[config.mk]
export PLATFORM = sky130hd
export DESIGN_NAME = layer2_argmax_flat
export DESIGN_NICKNAME = d
export VERILOG_FILES = /design/src/rtl/layer2_argmax_if.sv /design/src/rtl/layer2_argmax.sv /design/src/flat_wrapper.sv
export SDC_FILE = /design/constraint.sdc
export NUM_CORES = 1
export LEC_CHECK = 0
export ABC_AREA = 1
export ABC_CLOCK_PERIOD_IN_PS = 4250
export BUFFER_PORTS_ARGS = -buffer_cell sky130_fd_sc_hd__buf_4
export CORE_UTILIZATION = 49
export DETAILED_ROUTE_END_ITERATION = 12
export GPL_ROUTABILITY_DRIVEN = 1
export GPL_TIMING_DRIVEN = 0
export PLACE_DENSITY = 0.83
export SYNTH_ARGS = -nofsm -noshare
export SYNTH_HDL_FRONTEND = slang
export SYNTH_SLANG_ARGS = --single-unit
[constraint.sdc]
create_clock -name clk -period 4.25 [get_ports clk]
set_input_delay 0.85 -clock clk [delete_from_list [all_inputs] [get_ports clk]]
set_output_delay 0.85 -clock clk [all_outputs]
set_load 0.01 [all_outputs]
[src/rtl/layer2_argmax_if.sv]
// Handshake bundle between the layer-2 node array, the argmax block and its consumer.
// master = node array / consumer side, slave = layer2_argmax.
interface layer2_argmax_if #(
   parameter int NUM_NODES = 8
);
   localparam int IDX_W = $clog2(NUM_NODES);

   logic                   in_valid;
   logic [8*NUM_NODES-1:0] n_bus;
   logic [IDX_W-1:0]       class_idx;
   logic [7:0]             class_val;
   logic                   out_valid;
   logic                   out_ready;
   logic                   busy;
   logic [7:0]             ovf_cnt;

   modport master (
      output in_valid, n_bus, out_ready,
      input  class_idx, class_val, out_valid, busy, ovf_cnt
   );

   modport slave (
      input  in_valid, n_bus, out_ready,
      output class_idx, class_val, out_valid, busy, ovf_cnt
   );
endinterface

[src/rtl/layer2_argmax.sv]
// Sequential argmax over the layer-2 node outputs, one node per clock.
// Define LAYER2_ARGMAX_OVF_CNT_EN to build the dropped-frame counter (ovf_cnt), otherwise it reads 0.
module layer2_argmax #(
   parameter int NUM_NODES    = 8,
   parameter int NODE_LATENCY = 3
) (
   input logic            clk,
   input logic            reset,
   layer2_argmax_if.slave bus
);
   localparam int IDX_W = $clog2(NUM_NODES);

   localparam logic [1:0] IDLE = 2'd0;
   localparam logic [1:0] SCAN = 2'd1;
   localparam logic [1:0] DONE = 2'd2;

   localparam logic [IDX_W-1:0] LAST_K = IDX_W'(NUM_NODES - 1);

   logic [NODE_LATENCY-1:0] vld_dly;
   logic                    dv;
   logic [1:0]              state;
   logic [IDX_W-1:0]        k;
   logic [7:0]              frame [NUM_NODES];
   logic [7:0]              best_val;
   logic [IDX_W-1:0]        best_idx;
   logic [7:0]              node_k;
   logic                    take;
   logic [7:0]              next_val;
   logic [IDX_W-1:0]        next_idx;
   logic [IDX_W-1:0]        result_idx;
   logic [7:0]              result_val;
   logic                    result_vld;

   assign dv     = vld_dly[NODE_LATENCY-1];
   assign node_k = frame[k];

   // Node 0 seeds the running best; later nodes win only on a strictly larger value,
   // so ties resolve to the lowest index.
   assign take     = (k == '0) || (node_k > best_val);
   assign next_val = take ? node_k : best_val;
   assign next_idx = take ? k : best_idx;

   // Delay line: in_valid -> dv, aligned with n_bus carrying that frame
   always_ff @(posedge clk) begin
      if (reset) begin
         vld_dly <= '0;
      end else begin
         vld_dly[0] <= bus.in_valid;
         for (int i = 1; i < NODE_LATENCY; i++)
            vld_dly[i] <= vld_dly[i-1];
      end
   end

   // Frame capture: written only when a frame is accepted
   always_ff @(posedge clk) begin
      if (state == IDLE && dv) begin
         for (int i = 0; i < NUM_NODES; i++)
            frame[i] <= bus.n_bus[8*i +: 8];
      end
   end

   // Control FSM and scan datapath
   always_ff @(posedge clk) begin
      if (reset) begin
         state      <= IDLE;
         k          <= '0;
         best_val   <= '0;
         best_idx   <= '0;
         result_idx <= '0;
         result_val <= '0;
         result_vld <= 1'b0;
      end else begin
         case (state)
            IDLE: begin
               if (dv) begin
                  k     <= '0;
                  state <= SCAN;
               end
            end
            SCAN: begin
               best_val <= next_val;
               best_idx <= next_idx;
               if (k == LAST_K) begin
                  result_idx <= next_idx;
                  result_val <= next_val;
                  result_vld <= 1'b1;
                  state      <= DONE;
               end else begin
                  k <= k + 1'b1;
               end
            end
            DONE: begin
               if (bus.out_ready) begin
                  result_vld <= 1'b0;
                  state      <= IDLE;
               end
            end
            default: state <= IDLE;
         endcase
      end
   end

`ifdef LAYER2_ARGMAX_OVF_CNT_EN
   logic [7:0] ovf_q;

   function automatic logic [7:0] sat_inc(input logic [7:0] v);
      return (v == 8'hFF) ? v : v + 8'd1;
   endfunction

   // A frame arriving while busy is lost; count it, saturating
   always_ff @(posedge clk) begin
      if (reset)
         ovf_q <= '0;
      else if (dv && state != IDLE)
         ovf_q <= sat_inc(ovf_q);
   end

   assign bus.ovf_cnt = ovf_q;
`else
   assign bus.ovf_cnt = 8'd0;
`endif

   assign bus.class_idx = result_idx;
   assign bus.class_val = result_val;
   assign bus.out_valid = result_vld;
   assign bus.busy      = (state != IDLE);
endmodule

[src/flat_wrapper.sv]
// flat-port wrapper written by rule: the top's interface ports become plain ports
module layer2_argmax_flat 
#(
   parameter int NUM_NODES    = 8,
   parameter int NODE_LATENCY = 3
)
  (clk, reset, bus_in_valid, bus_n_bus, bus_out_ready, bus_class_idx, bus_class_val, bus_out_valid, bus_busy, bus_ovf_cnt);
  layer2_argmax_if #(.NUM_NODES(NUM_NODES)) bus_i ();
  input logic clk;
  input logic reset;
  input wire logic [$bits(bus_i.in_valid)-1:0] bus_in_valid;
  input wire logic [$bits(bus_i.n_bus)-1:0] bus_n_bus;
  input wire logic [$bits(bus_i.out_ready)-1:0] bus_out_ready;
  output wire logic [$bits(bus_i.class_idx)-1:0] bus_class_idx;
  output wire logic [$bits(bus_i.class_val)-1:0] bus_class_val;
  output wire logic [$bits(bus_i.out_valid)-1:0] bus_out_valid;
  output wire logic [$bits(bus_i.busy)-1:0] bus_busy;
  output wire logic [$bits(bus_i.ovf_cnt)-1:0] bus_ovf_cnt;
  assign bus_i.in_valid = bus_in_valid;
  assign bus_i.n_bus = bus_n_bus;
  assign bus_i.out_ready = bus_out_ready;
  assign bus_class_idx = bus_i.class_idx;
  assign bus_class_val = bus_i.class_val;
  assign bus_out_valid = bus_i.out_valid;
  assign bus_busy = bus_i.busy;
  assign bus_ovf_cnt = bus_i.ovf_cnt;
  layer2_argmax #(.NUM_NODES(NUM_NODES), .NODE_LATENCY(NODE_LATENCY)) u_core (.clk(clk), .reset(reset), .bus(bus_i));
endmodule
# After elaboration in Yosys (flattened, before gate mapping)
# Memory sizes are Yosys's and may differ from the RTL's. A register that Yosys moved wholly into a read port is not among the register bits.
# Cells that the tools add are included.
[classes]
addsub = 1
n_lt_le_gt_ge = 1
n_reduce_logical = 11
n_eq_ne = 7
n_mux = 16
[op_table]
columns = ["cell", "count"]
rows = [
  ["$mux 3", 5],
  ["$reduce_and 3->1", 3],
  ["$gt 8x8->1", 1],
  ["$mux 8", 1],
  ["$mux 2", 3],
  ["$pmux 2 s3", 1],
  ["$pmux 3 s2", 1],
  ["$reduce_bool 2->1", 3],
  ["$mux 1", 4],
  ["$ne 2x1->1 const B", 2],
  ["$ne 2x2->1 const B", 2],
  ["$add 3x1->3 const B", 1],
  ["$eq 3x3->1 const B", 1],
  ["$logic_not 3->1", 1],
  ["$eq 2x1->1 const B", 1],
  ["$eq 2x2->1 const B", 1],
  ["$logic_not 2->1", 1],
  ["$pmux 1 s2", 1],
  ["$reduce_and 2->1", 1],
  ["$logic_and 1x1->1", 1],
  ["$logic_or 1x1->1", 1],
]
[word_totals]
mem_count = 1
ram_bits = 64
out_inout_bits = 21
ff_bits = 31
word_cells = 45
input_bits = 68
[mem_list]
columns = ["memory", "words", "width", "read_ports", "rd_clocked_by_memory_dff", "write_ports", "line", "text"]
rows = [
  ["u_core.frame", 8, 8, 1, 1, 8, "layer2_argmax.sv:23", "logic [7:0] frame [NUM_NODES];"],
]

# Longest topological paths before layout
[depth]
word_depth = 5
ltp_mapped = 22
mapped_depth_nobuf = 22

# Least setup slack after synthesis
# OpenSTA, ideal clock, no wires.
[synth_timing]
kind = "register to register"
start = "reg u_core.state[1]"
end = "reg with a tool-made name"
setup_ps = 132
t_arrival_ps = 3905
synth_period_minus_slack_ps = 4038
path_stages_with_launch = 7
setup_slack_ps = 212
cell_sequence = "dfxtp_1 -> nor2_1 -> inv_1 -> nor2_1 -> nor2_1 -> a22oi_1 -> nor2_1"
[synth_rtl]
columns = ["item", "line", "text"]
rows = [
  ["start: declaration", "layer2_argmax.sv:21", "logic [1:0] state;"],
  ["start signal: assignment", "layer2_argmax.sv:65", "state <= IDLE;"],
  ["start signal: assignment", "layer2_argmax.sv:77", "state <= SCAN;"],
  ["start signal: assignment", "layer2_argmax.sv:87", "state <= DONE;"],
]

==> run_results.csv <==
group,metric,value,unit
floorplanning,core,8217,um2
final_layout,area_growth,23.17,%
sta,fin_crit,2.656,ns
yosys,avgSynthCellArea,9.856,um2
clock_network,htree_levels,3,
clock_network,clkTransAtPathRegs,0.10,ns
sta,finalCritPeriodShare,62.49,%
final_layout,antenna_cells,0,
yosys,synth_edf_count,64,
yosys,synth_area_leaders,"edfxtp_1 (46%), dfxtp_1 (16%), nand2_1 (6.5%)",
global_route,grt_max_degree,34,
sta,fin_ws,1.594,ns
critical_path,crit_fanout,10,
yosys,yosys.area.top_type_share,45.99,%
route,vias_per_cell,5.104,
sta,hold_viol,0,
route,wl_per_cell,13.53,um
final_layout,multiInputGateArea,1280,um2
final_layout,final_net_count,602,
power_and_ir_drop,total_power,1.760,mW
final_layout,final-instance-count-excl-fill,633,
floorplanning,ioPinCount,89,
outcome,outcome,"finished clean",
clock_network,cts_tree,"yes",
critical_path,path_class,"reg -> reg",
route,drt-initial-drc-count,175,
global_route,antenna_found_initial,0,
global_route,grt_pass1_vias,3082,
yosys,synth.largest_area_cell,"edfxtp_1",
critical_path,end_kind,"flop",
floorplanning,die_w,94.35,um
yosys,netlist_area,4179,um2
final_layout,drive_above_1_share,23.11,%
placement,hpwlAfterDp,6229,um
clock_network,cts.sinks,98,
clock_network,cts_setup_buffers,0,
sta,rsz0062_at_grt,"no",
critical_path,cp_num_buf_inv,4,
yosys,yosys_warnings,0,
placement,dp_cells,617,
floorplanning,die_area,8902,um2
yosys,synth_cells,424,
final_layout,utilization,62.65,%
flow_run,cap_viol_max_count,0,
yosys,synth_cell_types,24,
critical_path,max_stage_delay,0.36,ns
sta,tightest_slew,0.9371,ns
floorplanning,start_util,50.86,%
critical_path,cpLargestDelayFamily,"simple AND/OR/NAND/NOR gates",
sta,final-setup-viol-count,0,
power_and_ir_drop,ir_worst_vdd,0.2709,mV
global_route,grt_pass1_wl,13850,um
floorplanning,die_h,94.35,um
power_and_ir_drop,leakage,2.252,nW
sta,report.final.slew_viol_count,0,
critical_path,cpMaxStageDelayCell,"clkinv_1",
yosys,async_reset_ff_share,0,%
placement,gp_congestion,0.8354,
global_route,grt.total_usage,20.61,%
clock_network,cts.repair.resized,0,
clock_network,cts_inserted_buffers,9,
route,num_vias,3231,
yosys,ys_seq_area_share,62.28,%
route,firstDrtPassIters,5,
yosys,synth_flop_cell,"edfxtp_1",
floorplanning,std_cell_rows,33,
critical_path,crit_arrival,2.93,ns
route,finalWirelength,8563,um
route,post-route-drc-count,0,
global_route,grt_overflow,0,
sta,fmax,376.6,MHz
placement,post-place-ws,1.664,ns
critical_path,cp_common_cell,"nand2_1",
critical_path,crit_chain,"clkbuf_1 > clkinv_1 > nand2_1 > nand2_1 > ha_1 > nand2_1 > nor2_1 > nand2_1 > nand2_1 > nand2_1 > buf_4 > nand3_1 > nand3_1 > nand2_1 > inv_1",
min_path,hp-class,"reg -> reg",
critical_path,startpoint_type,"flop",
final_layout,nFillCells,663,
yosys,synth-seq-cells,98,
clock_network,cts-root-buf,"clkbuf_8",
clock_network,cts_hold_buffers,0,
final_layout,register_area,2603,um2
clock_network,clock_latency,0.37,ns
route,ant_nets,0,
sta,slew_headroom,37.38,%
power_and_ir_drop,power_density,341.8,nW/um2
clock_network,cts_buffer_depth,2,
critical_path,crit_required,4.52,ns
sta,finClkSkew,0.01110,ns
placement,port_buffers,80,
[area by class of cell]
| type | count | area share, % |
|---|---|---|
| buffer | 25 | 2.844 |
| clock buffer | 9 | 2.406 |
| clock inverter | 7 | 1.142 |
| inverter | 49 | 3.573 |
| multi-input combinational | 259 | 24.87 |
| sequential | 98 | 50.56 |
| tap | 105 | 2.552 |
| timing repair buffer | 81 | 12.06 |
[per-stage QoR]
| step | TNS, ns | instance area, um2 | hold WS, ns |
|---|---|---|---|
| finish | 0 | 5147 | 0.4089 |
| global route | 0 | 5147 | 0.4257 |
| CTS | 0 | 5147 | 0.4134 |
| detailed placement | 0 | 4965 | 0.3999 |
| global placement | -19.51 | 4937 | 0.3920 |
| floorplan | 0 | 4205 | 0.3883 |
[worst reg2reg max path, stage by stage, from the launching register on]
cell	delay [ns]
dfxtp_1	0.32
clkbuf_1	0.31
clkinv_1	0.36
nand2_1	0.15
nand2_1	0.09
ha_1	0.31
nand2_1	0.07
nor2_1	0.16
nand2_1	0.08
nand2_1	0.08
nand2_1	0.12
buf_4	0.20
nand3_1	0.10
nand3_1	0.10
nand2_1	0.07
inv_1	0.03
[state kept, by name, summed over array words and instances (netlist names), named ones only]
signal,cells
u_core.best_val,8
u_core.best_idx,3
u_core.bus.class_idx,3
u_core.k,3
u_core.vld_dly,3
u_core.bus.out_valid,1
u_core.state,2
u_core.frame,64
u_core.bus.class_val,8
[synthesized netlist by cell type (all sizes together) (2+ instances only)]
master,number
o21ai,34
inv,48
buf,20
nand3,35
o21a,11
dfxtp,34
clkbuf,5
edfxtp,64
nor2,57
a22oi,2
o22ai,14
nand2,73
ha,11
a21oi,11
[path summary, 6_finish.rpt]
path / start / end / slack (ns) / depth (start not counted)
setup / recovery: flop / u_core.best_val[5]$_SDFFE_PP0P_ / 1.59 / 15
setup reg to reg: flop / u_core.best_val[5]$_SDFFE_PP0P_ / 1.59 / 15
hold / removal: u_core.vld_dly[1]$_SDFF_PP0_ / u_core.vld_dly[2]$_SDFF_PP0_ / 0.41 / 2
hold reg to reg: u_core.vld_dly[1]$_SDFF_PP0_ / u_core.vld_dly[2]$_SDFF_PP0_ / 0.41 / 2
[cell families (layout without fill, tap and decap cells)]
logic type,Yosys count,after routing,synth area share (%)
fa+ha+maj,11,11,3.293
simple gates,167,167,16.44
compound gates,73,73,10.00
other cells,1,8,0.08973
buf+inv,74,171,7.904
flops,98,98,62.28
[power by group]
| group | total (mW) | internal (mW) | switching [mW] |
|---|---|---|---|
| sequential | 1.04 | 1.03 | 0.00713 |
| combinational | 0.150 | 0.0725 | 0.0770 |
| clock | 0.570 | 0.223 | 0.347 |
| total | 1.76 | 1.33 | 0.431 |
[metal layers]
layer / track usage [%] / part of all wire, % / up-vias
met5: 0 / 0 / -
met4: 7.821 / 1.5 / 0
met3: 4.750 / 8.2 / 15
met2: 34.78 / 48 / 154
li1: - / - / 1606
met1: 25.76 / 42 / 1456
[placed cells by master (no fill, tap or decap), types with 2 or more instances in the layout]
cell type	count
buf_4	91
dfxtp_1	34
inv_1	46
nand3_1	35
conb_1	8
a21oi_1	11
buf_2	9
a22oi_1	2
inv_6	3
edfxtp_1	64
nor2_4	2
inv_2	2
o21ai_1	33
nor2_1	55
nand2_1	72
ha_1	11
clkbuf_1	5
o22ai_1	14
clkbuf_8	9
o21a_1	11
Note: power is estimated with default switching activity, not from simulation.
